### config.mk
export PLATFORM = sky130hd
export DESIGN_NAME = switch_debouncer
export DESIGN_NICKNAME = d
export VERILOG_FILES = /design/src/rtl/switch_debouncer.sv
export SDC_FILE = /design/constraint.sdc
export NUM_CORES = 1
export LEC_CHECK = 0
export ABC_AREA = 1
export CAP_MARGIN = 10
export CORE_ASPECT_RATIO = 0.6
export CORE_MARGIN = 2
export CORE_UTILIZATION = 41
export DETAILED_ROUTE_END_ITERATION = 16
export GPL_ROUTABILITY_DRIVEN = 1
export HOLD_SLACK_MARGIN = 0.05
export MAX_ROUTING_LAYER = met4
export PLACE_DENSITY_LB_ADDON = 0.2
export SLEW_MARGIN = 0
export SYNTH_ARGS = -nofsm -noshare
export SYNTH_HDL_FRONTEND = slang
export SYNTH_SLANG_ARGS = --single-unit
### constraint.sdc
create_clock -name clk -period 2.35 [get_ports clk]
set_input_delay 0.3525 -clock clk [delete_from_list [all_inputs] [get_ports clk]]
set_output_delay 0.3525 -clock clk [all_outputs]
set_load 0.02 [all_outputs]
### src/rtl/switch_debouncer.sv
// rtl/switch_debouncer.sv - two-flop synchronized switch debouncer with edge strobes and press counter
// A level change is accepted only after DEBOUNCE_CYCLES+1 consecutive agreeing synchronized samples.
module switch_debouncer #(
   parameter int DEBOUNCE_CYCLES = 1_000_000
) (
   input  logic       clk,
   input  logic       reset,
   input  logic       switch_in,
   output logic       switch_out,
   output logic       rise_pulse,
   output logic       fall_pulse,
   output logic [3:0] press_count
);

   localparam int CNT_W = $clog2(DEBOUNCE_CYCLES);
   localparam logic [CNT_W-1:0] CNT_MAX = CNT_W'(DEBOUNCE_CYCLES - 1);

   typedef enum logic [1:0] {
      LOW       = 2'd0,
      WAIT_HIGH = 2'd1,
      HIGH      = 2'd2,
      WAIT_LOW  = 2'd3
   } state_t;

   state_t           state, state_next;
   logic [CNT_W-1:0] cnt, cnt_next;
   logic             sync_meta, sync_in;
   logic             rise_next, fall_next;

   always_ff @(posedge clk or posedge reset) begin
      if (reset) begin
         sync_meta <= 1'b0;
         sync_in   <= 1'b0;
      end else begin
         sync_meta <= switch_in;
         sync_in   <= sync_meta;
      end
   end

   always_ff @(posedge clk or posedge reset) begin
      if (reset) begin
         state <= LOW;
         cnt   <= '0;
      end else begin
         state <= state_next;
         cnt   <= cnt_next;
      end
   end

   always_comb begin
      state_next = state;
      cnt_next   = cnt;
      case (state)
         LOW: begin
            if (sync_in) begin
               state_next = WAIT_HIGH;
               cnt_next   = '0;
            end
         end
         WAIT_HIGH: begin
            if (!sync_in) begin
               state_next = LOW;
               cnt_next   = '0;
            end else if (cnt == CNT_MAX) begin
               state_next = HIGH;
               cnt_next   = '0;
            end else begin
               cnt_next = cnt + 1'b1;
            end
         end
         HIGH: begin
            if (!sync_in) begin
               state_next = WAIT_LOW;
               cnt_next   = '0;
            end
         end
         WAIT_LOW: begin
            if (sync_in) begin
               state_next = HIGH;
               cnt_next   = '0;
            end else if (cnt == CNT_MAX) begin
               state_next = LOW;
               cnt_next   = '0;
            end else begin
               cnt_next = cnt + 1'b1;
            end
         end
         default: begin
            state_next = LOW;
            cnt_next   = '0;
         end
      endcase
   end

   assign rise_next = (state == WAIT_HIGH) && (state_next == HIGH);
   assign fall_next = (state == WAIT_LOW) && (state_next == LOW);

   // Outputs are registered from the next state so they line up with the state register.
   always_ff @(posedge clk or posedge reset) begin
      if (reset) begin
         switch_out  <= 1'b0;
         rise_pulse  <= 1'b0;
         fall_pulse  <= 1'b0;
         press_count <= 4'd0;
      end else begin
         switch_out  <= (state_next == HIGH) || (state_next == WAIT_LOW);
         rise_pulse  <= rise_next;
         fall_pulse  <= fall_next;
         press_count <= press_count + {3'b000, rise_next};
      end
   end

endmodule

==> flow_metrics.env, run 1 <==
export IMPL_status="finished, final reports clean"
export IMPL_cts_resized=0
export IMPL_cts_sinks=31
export IMPL_avgSynthCellArea_sq_um=7.98
export IMPL_nFillCells=357
export IMPL_setup_violations=0
export IMPL_finalMaxSlewViolations=0
export IMPL_hold_violations=0
export IMPL_skew_ns=0.00540
export IMPL_via_per_inst=4.89
export IMPL_power_leakage_uw=0.000883
export IMPL_synth_cell_types=24
export IMPL_clk_path_buf_depth=2
export IMPL_die_area_sq_um=4650
export IMPL_port_buffers=9
export IMPL_powerDensity_nw_per_um2=579
export IMPL_period_share_pct=77.3
export IMPL_final_util_pct=51.1
export IMPL_die_h_microns=53.6
export IMPL_end_kind="register"
export IMPL_ctsHoldBuffers=0
export IMPL_synth_commonest_cells="59 x nand2_1, 31 x dfrtp_1, 30 x nor2_1, 23 x inv_1, 13 x nand3_1"
export IMPL_ir_drop_v=0.000309
export IMPL_ys_seq_area_share_pct=46.1
export IMPL_period_minus_slack_ns=1.82
export IMPL_fin_nets=233
export IMPL_cts_buffers=5
export IMPL_syn_inst=211
export IMPL_cts_tree="built"
export IMPL_die_w_microns=86.7
export IMPL_cp_cell_sequence="inv_1, nand2_1, nor2_1, nor2b_1, nand4_1, nor2_1, ha_1, ha_1, xor2_1"
export IMPL_required_ns=2.55
export IMPL_overflow=0
export IMPL_post_drt_wl_per_cell_microns=13.1
export IMPL_worstMarginPinSlew_ns=0.392
export IMPL_io_pins=10
export IMPL_synth_most_common_cell="nand2_1"
export IMPL_place_gp_congestion=0.924
export IMPL_grt_setup_unrepaired="false"
export IMPL_area_growth_pct=15.6
export IMPL_synth_ff_type="dfrtp_1"
export IMPL_grt_first_pass_wirelength_microns=6190
export IMPL_dp_hpwl_microns=2750
export IMPL_dr_pass1_iters=4
export IMPL_yosys_warnings=0
export IMPL_crit_buf_inv=1
export IMPL_relSlewSlack_pct=73.9
export IMPL_core_area_sq_um=3810
export IMPL_fin_setup_tns_ns=0
export IMPL_drv_cap=0
export IMPL_cp_start_kind="register"
export IMPL_arrival_ns=2.02
export IMPL_antenna_diode_count=0
export IMPL_grt_max_degree=32
export IMPL_groute_usage_overall_pct=18.8
export IMPL_ant_nets=0
export IMPL_hp_class="reg2reg"
export IMPL_ff2ff_setup_slack_ns=0.53
export IMPL_grt_pass1_vias=1212
export IMPL_syn_cell_area_sq_um=1680
export IMPL_multi_input_area_sq_um=798
export IMPL_postSynth_asyncResetShare_pct=100
export IMPL_clk_latency_ns=0.28
export IMPL_postCtsSetupRepairBufs=0
export IMPL_yosysTopAreaCell="dfrtp_1"
export IMPL_cpPeakStageDelay_ns=0.41
export IMPL_synth_edff_count=0
export IMPL_start_util_pct=44.2
export IMPL_drive_above_1_share_pct=11.4
export IMPL_mappedNetlistNets=217
export IMPL_cts_max_level=2
export IMPL_synth_top_cell_area_share_pct=46.1
export IMPL_num_rows=17
export IMPL_final_seq_area_sq_um=776
export IMPL_antenna_found_initial=0
export IMPL_drc=0
export IMPL_crit_family="simple AND/OR/NAND/NOR gates"
export IMPL_critPathKind="reg2reg"
export IMPL_cts_root_buf="clkbuf_8"
export IMPL_clkTransAtPathRegs_ns=0.06
export IMPL_ys_ff_latch=31
export IMPL_wirelength_microns=3610
export IMPL_drt_iter0_drc=121
export IMPL_vias=1346
export IMPL_worst_path_max_fanout=5
export IMPL_yosys_top_cells_area="dfrtp_1 46%, nand2_1 13%, nor2_1 6.7%"
export IMPL_crit_path_top_delay_cell="dfrtp_1"
export IMPL_clock_fmax_ghz=0.551
## placed cells by master, fill, tap and decap left out, drive strengths merged, types with 2 or more instances in the layout
master and n:
a21oi 3, clkbuf 6, clkdlybuf4s50 9, dfrtp 31, ha 3, inv 26, nand2 64, nand3 16
nand4 4, nor2 36, nor3 2, o21ai 8, o22ai 4, xnor2 3, xor2 8
## path summary, 6_finish.rpt
kind | endpoint | startpoint | depth (start not counted)
setup / recovery | press_count[2]$_DFF_PP0_ | cnt[12]$_DFFE_PP0P_ | 9
hold / removal | sync_in$_DFF_PP0_ | sync_meta$_DFF_PP0_ | 0
setup reg to reg | press_count[2]$_DFF_PP0_ | cnt[12]$_DFFE_PP0P_ | 9
hold reg to reg | sync_in$_DFF_PP0_ | sync_meta$_DFF_PP0_ | 0
max in group asynchronous | sync_in$_DFF_PP0_ | reset | 3
min in group asynchronous | cnt[0]$_DFFE_PP0P_ | reset | 3
## metal layers
layer  global-route usage, %  share of wire [%]  up-vias  wire length [microns]
met5                       -                  0        -                      0
met4                    4.69               0.83        0                     30
met3                    5.06                6.7        5                    240
met2                    22.7                 34       38                   1230
met1                    29.6                 58      602                   2110
li1                        -                  -      701                      -
## layout make-up
type	instances	share of cell area, %
inverters	26	5.02
flip-flops and latches	31	39.9
multi-input cells	153	41.0
well taps	47	3.02
clock inverters	2	1.80
clock buffers	6	4.24
repair buffers	10	5.02
## flip-flops by register name, indices dropped and copies added, names as in the netlist
signal / cells
sync_in: 1
state: 2
sync_meta: 1
switch_out: 1
cnt: 20
rise_pulse: 1
fall_pulse: 1
press_count: 4
## worst register-to-register path, delay by kind of cell (launching register included)
family / cells / cell delay, ns
fa+ha+maj: 2 / 0.39
buf+inv: 1 / 0.11
flops: 1 / 0.41
simple gates: 5 / 0.69
xor+xnor: 1 / 0.14
## power by group
part / internal (uW) / switching [uW]
Clock: 343 / 196
Combinational: 11.8 / 33.0
Sequential: 539 / 4.58
Total: 894 / 233
## cells by family (layout without fill, tap and decap cells)
| group | count (synthesis) | in the layout | share of synthesized area (%) |
|---|---|---|---|
| flops | 31 | 31 | 46.1 |
| compound gates | 15 | 15 | 4.76 |
| xor+xnor | 11 | 11 | 5.73 |
| fa+ha+maj | 3 | 3 | 2.23 |
| simple gates | 124 | 124 | 34.7 |
| buf+inv | 27 | 44 | 6.47 |
## stage by stage
stage               setup slack (ns)  instance area, sq um  power [uW]  cells  hold slack, ns
global placement               0.633                  1830         599    267           0.336
detailed placement             0.540                  1830         599    267           0.336
finish                         0.534                  1950        1130    275           0.356
floorplan                      0.764                  1680         585    211           0.331
global route                   0.273                  1950        1180    275           0.373
CTS                            0.535                  1950        1140    275           0.360
No activity file was read; power rests on OpenSTA's default activity.
==> run 2, diff against run 1 <==
- clock period: 2.35 -> 1.7 ns (I/O delays scaled with it)
==> run 2 against run 1 <==
Maximum frequency rose by 13%. Register-to-register slack got worse by 0.44 ns. Clock-buffer cell count rose by 1. Combinational power rose by 67%. Clock skew rose by 0.0040 ns. Wire length rose by 5.8%. Largest cell class unchanged. Largest power group unchanged.
==> flow_metrics.env, run 2 (synthesis results as in run 1) <==
export IMPL_status="finished, final reports clean"
export IMPL_hp_class="in2async"
export IMPL_place_gp_congestion=0.862
export IMPL_drc=0
export IMPL_drv_cap=0
export IMPL_relSlewSlack_pct=73.2
export IMPL_skew_ns=0.00935
export IMPL_met2_wirelength_microns=1410
export IMPL_cts_root_buf="clkbuf_8"
export IMPL_clk_path_buf_depth=2
export IMPL_die_w_microns=86.7
export IMPL_overflow=0
export IMPL_io_pins=10
export IMPL_grt_first_pass_wirelength_microns=6520
export IMPL_clkTransAtPathRegs_ns=0.07
export IMPL_core_area_sq_um=3810
export IMPL_regMostFlops="cnt"
export IMPL_dr_pass1_iters=4
export IMPL_fin_nets=260
export IMPL_hold_violations=0
export IMPL_num_rows=17
export IMPL_cp_start_kind="register"
export IMPL_routed_wl_met3_microns=211
export IMPL_worstMarginPinSlew_ns=0.402
export IMPL_power_total_uw=1380
export IMPL_post_drt_wl_per_cell_microns=12.6
export IMPL_via_per_inst=4.71
export IMPL_start_util_pct=44.2
export IMPL_placedCellCount=285
export IMPL_die_area_sq_um=4650
export IMPL_nFillCells=346
export IMPL_groute_usage_overall_pct=19.7
export IMPL_area_growth_pct=27.9
export IMPL_power_leakage_uw=0.000993
export IMPL_drive_above_1_share_pct=23.1
export IMPL_antenna_found_initial=0
export IMPL_ant_nets=0
export IMPL_drt_iter0_drc=92
export IMPL_worst_path_max_fanout=2
export IMPL_antenna_diode_count=0
export IMPL_grt_pass1_vias=1268
export IMPL_arrival_ns=1.80
export IMPL_required_ns=1.89
export IMPL_clk_latency_ns=0.28
export IMPL_period_share_pct=94.4
export IMPL_largest_reg_flops=20
export IMPL_finalMaxSlewViolations=0
export IMPL_cts_buffers=5
export IMPL_final_util_pct=56.5
export IMPL_end_kind="register"
export IMPL_wirelength_microns=3820
export IMPL_cts_tree="built"
export IMPL_port_buffers=9
export IMPL_final_cell_count_no_fill=302
export IMPL_clock_fmax_ghz=0.623
export IMPL_top_regs="cnt: 20 flops, press_count: 4 flops, state: 2 flops"
export IMPL_met1_length_microns=2190
export IMPL_dp_hpwl_microns=2850
export IMPL_cts_max_level=2
export IMPL_die_h_microns=53.6
export IMPL_place_area_sq_um=1960
export IMPL_ir_drop_v=0.000324
export IMPL_period_minus_slack_ns=1.60
export IMPL_finalInstanceArea_sq_um=2150
export IMPL_hold_ws_ns=0.345
export IMPL_cts_sinks=31
export IMPL_vias=1421
export IMPL_final_cell_mix="59 x nand2_1, 31 x dfrtp_1, 28 x nor2_1, 28 x buf_4, 21 x inv_1"
export IMPL_dr_max_layer_used="met3"
export IMPL_setup_violations=0
export IMPL_final_common_cell="nand2_1"
export IMPL_powerDensity_nw_per_um2=642
export IMPL_critPathKind="reg2reg"
export IMPL_grt_max_degree=32
## run 2: metrics by stage
| stage | TNS [ns] | setup slack (ns) |
|---|---|---|
| 6_report | 0 | 0.0957 |
| 5_1_grt | -0.0331 | -0.0166 |
| 4_1_cts | 0 | 0.0191 |
| 3_5_place_dp | -0.0130 | -0.0130 |
| 3_3_place_gp | 0 | 0.105 |
| 2_1_floorplan | 0 | 0.114 |
## run 2: critical path: stages (launching register included)
cell,delay (ns)
dfrtp_1,0.40
inv_2,0.06
nand2_1,0.05
nor2_2,0.11
nor2b_1,0.14
nand4_1,0.13
nor2_2,0.17
ha_4,0.17
ha_4,0.13
xor2_2,0.15
## run 2: where the power goes
part / switching, uW / internal, uW / leakage, uW
registers: 5.28 / 745 / 0.000425
clock network: 270 / 287 / 0.0000422
logic: 50.6 / 24.1 / 0.000526
## run 2: area by class of cell
| type | count | area, sq um | share of cell area, % |
|---|---|---|---|
| clock inverters | 1 | 5.00 | 0.233 |
| inverters | 26 | 97.6 | 4.53 |
| multi-input cells | 153 | 838 | 39.0 |
| repair buffers | 37 | 300 | 14.0 |
| well taps | 47 | 58.8 | 2.73 |
| flip-flops and latches | 31 | 776 | 36.0 |
| clock buffers | 7 | 76.3 | 3.55 |
## run 2: repair_timing
action	4_1_cts	5_1_grt
endpoints found under the setup margin	1	3
hold buffers	0	0
pin swaps	3	3
setup buffers	8	1
gates resized for setup	7	3
## run 2: worst paths after layout
check,startpoint,endpoint,slack (ns),cells after the start
worst max-delay path,cnt[15]$_DFFE_PP0P_,press_count[2]$_DFF_PP0_,0.1,9
worst min-delay path,reset,press_count[3]$_DFF_PP0_,0.35,3
worst max register to register,cnt[15]$_DFFE_PP0P_,press_count[2]$_DFF_PP0_,0.1,9
worst min register to register,sync_meta$_DFF_PP0_,sync_in$_DFF_PP0_,0.36,0
max in group asynchronous,reset,cnt[12]$_DFFE_PP0P_,1.05,3
min in group clk,sync_meta$_DFF_PP0_,sync_in$_DFF_PP0_,0.36,0
## run 2: per-layer routing
metal,vias up,GRT usage [%]
li1,756,-
met1,633,31.6
met2,32,23.8
met3,0,5.06
met4,0,3.91
met5,-,-
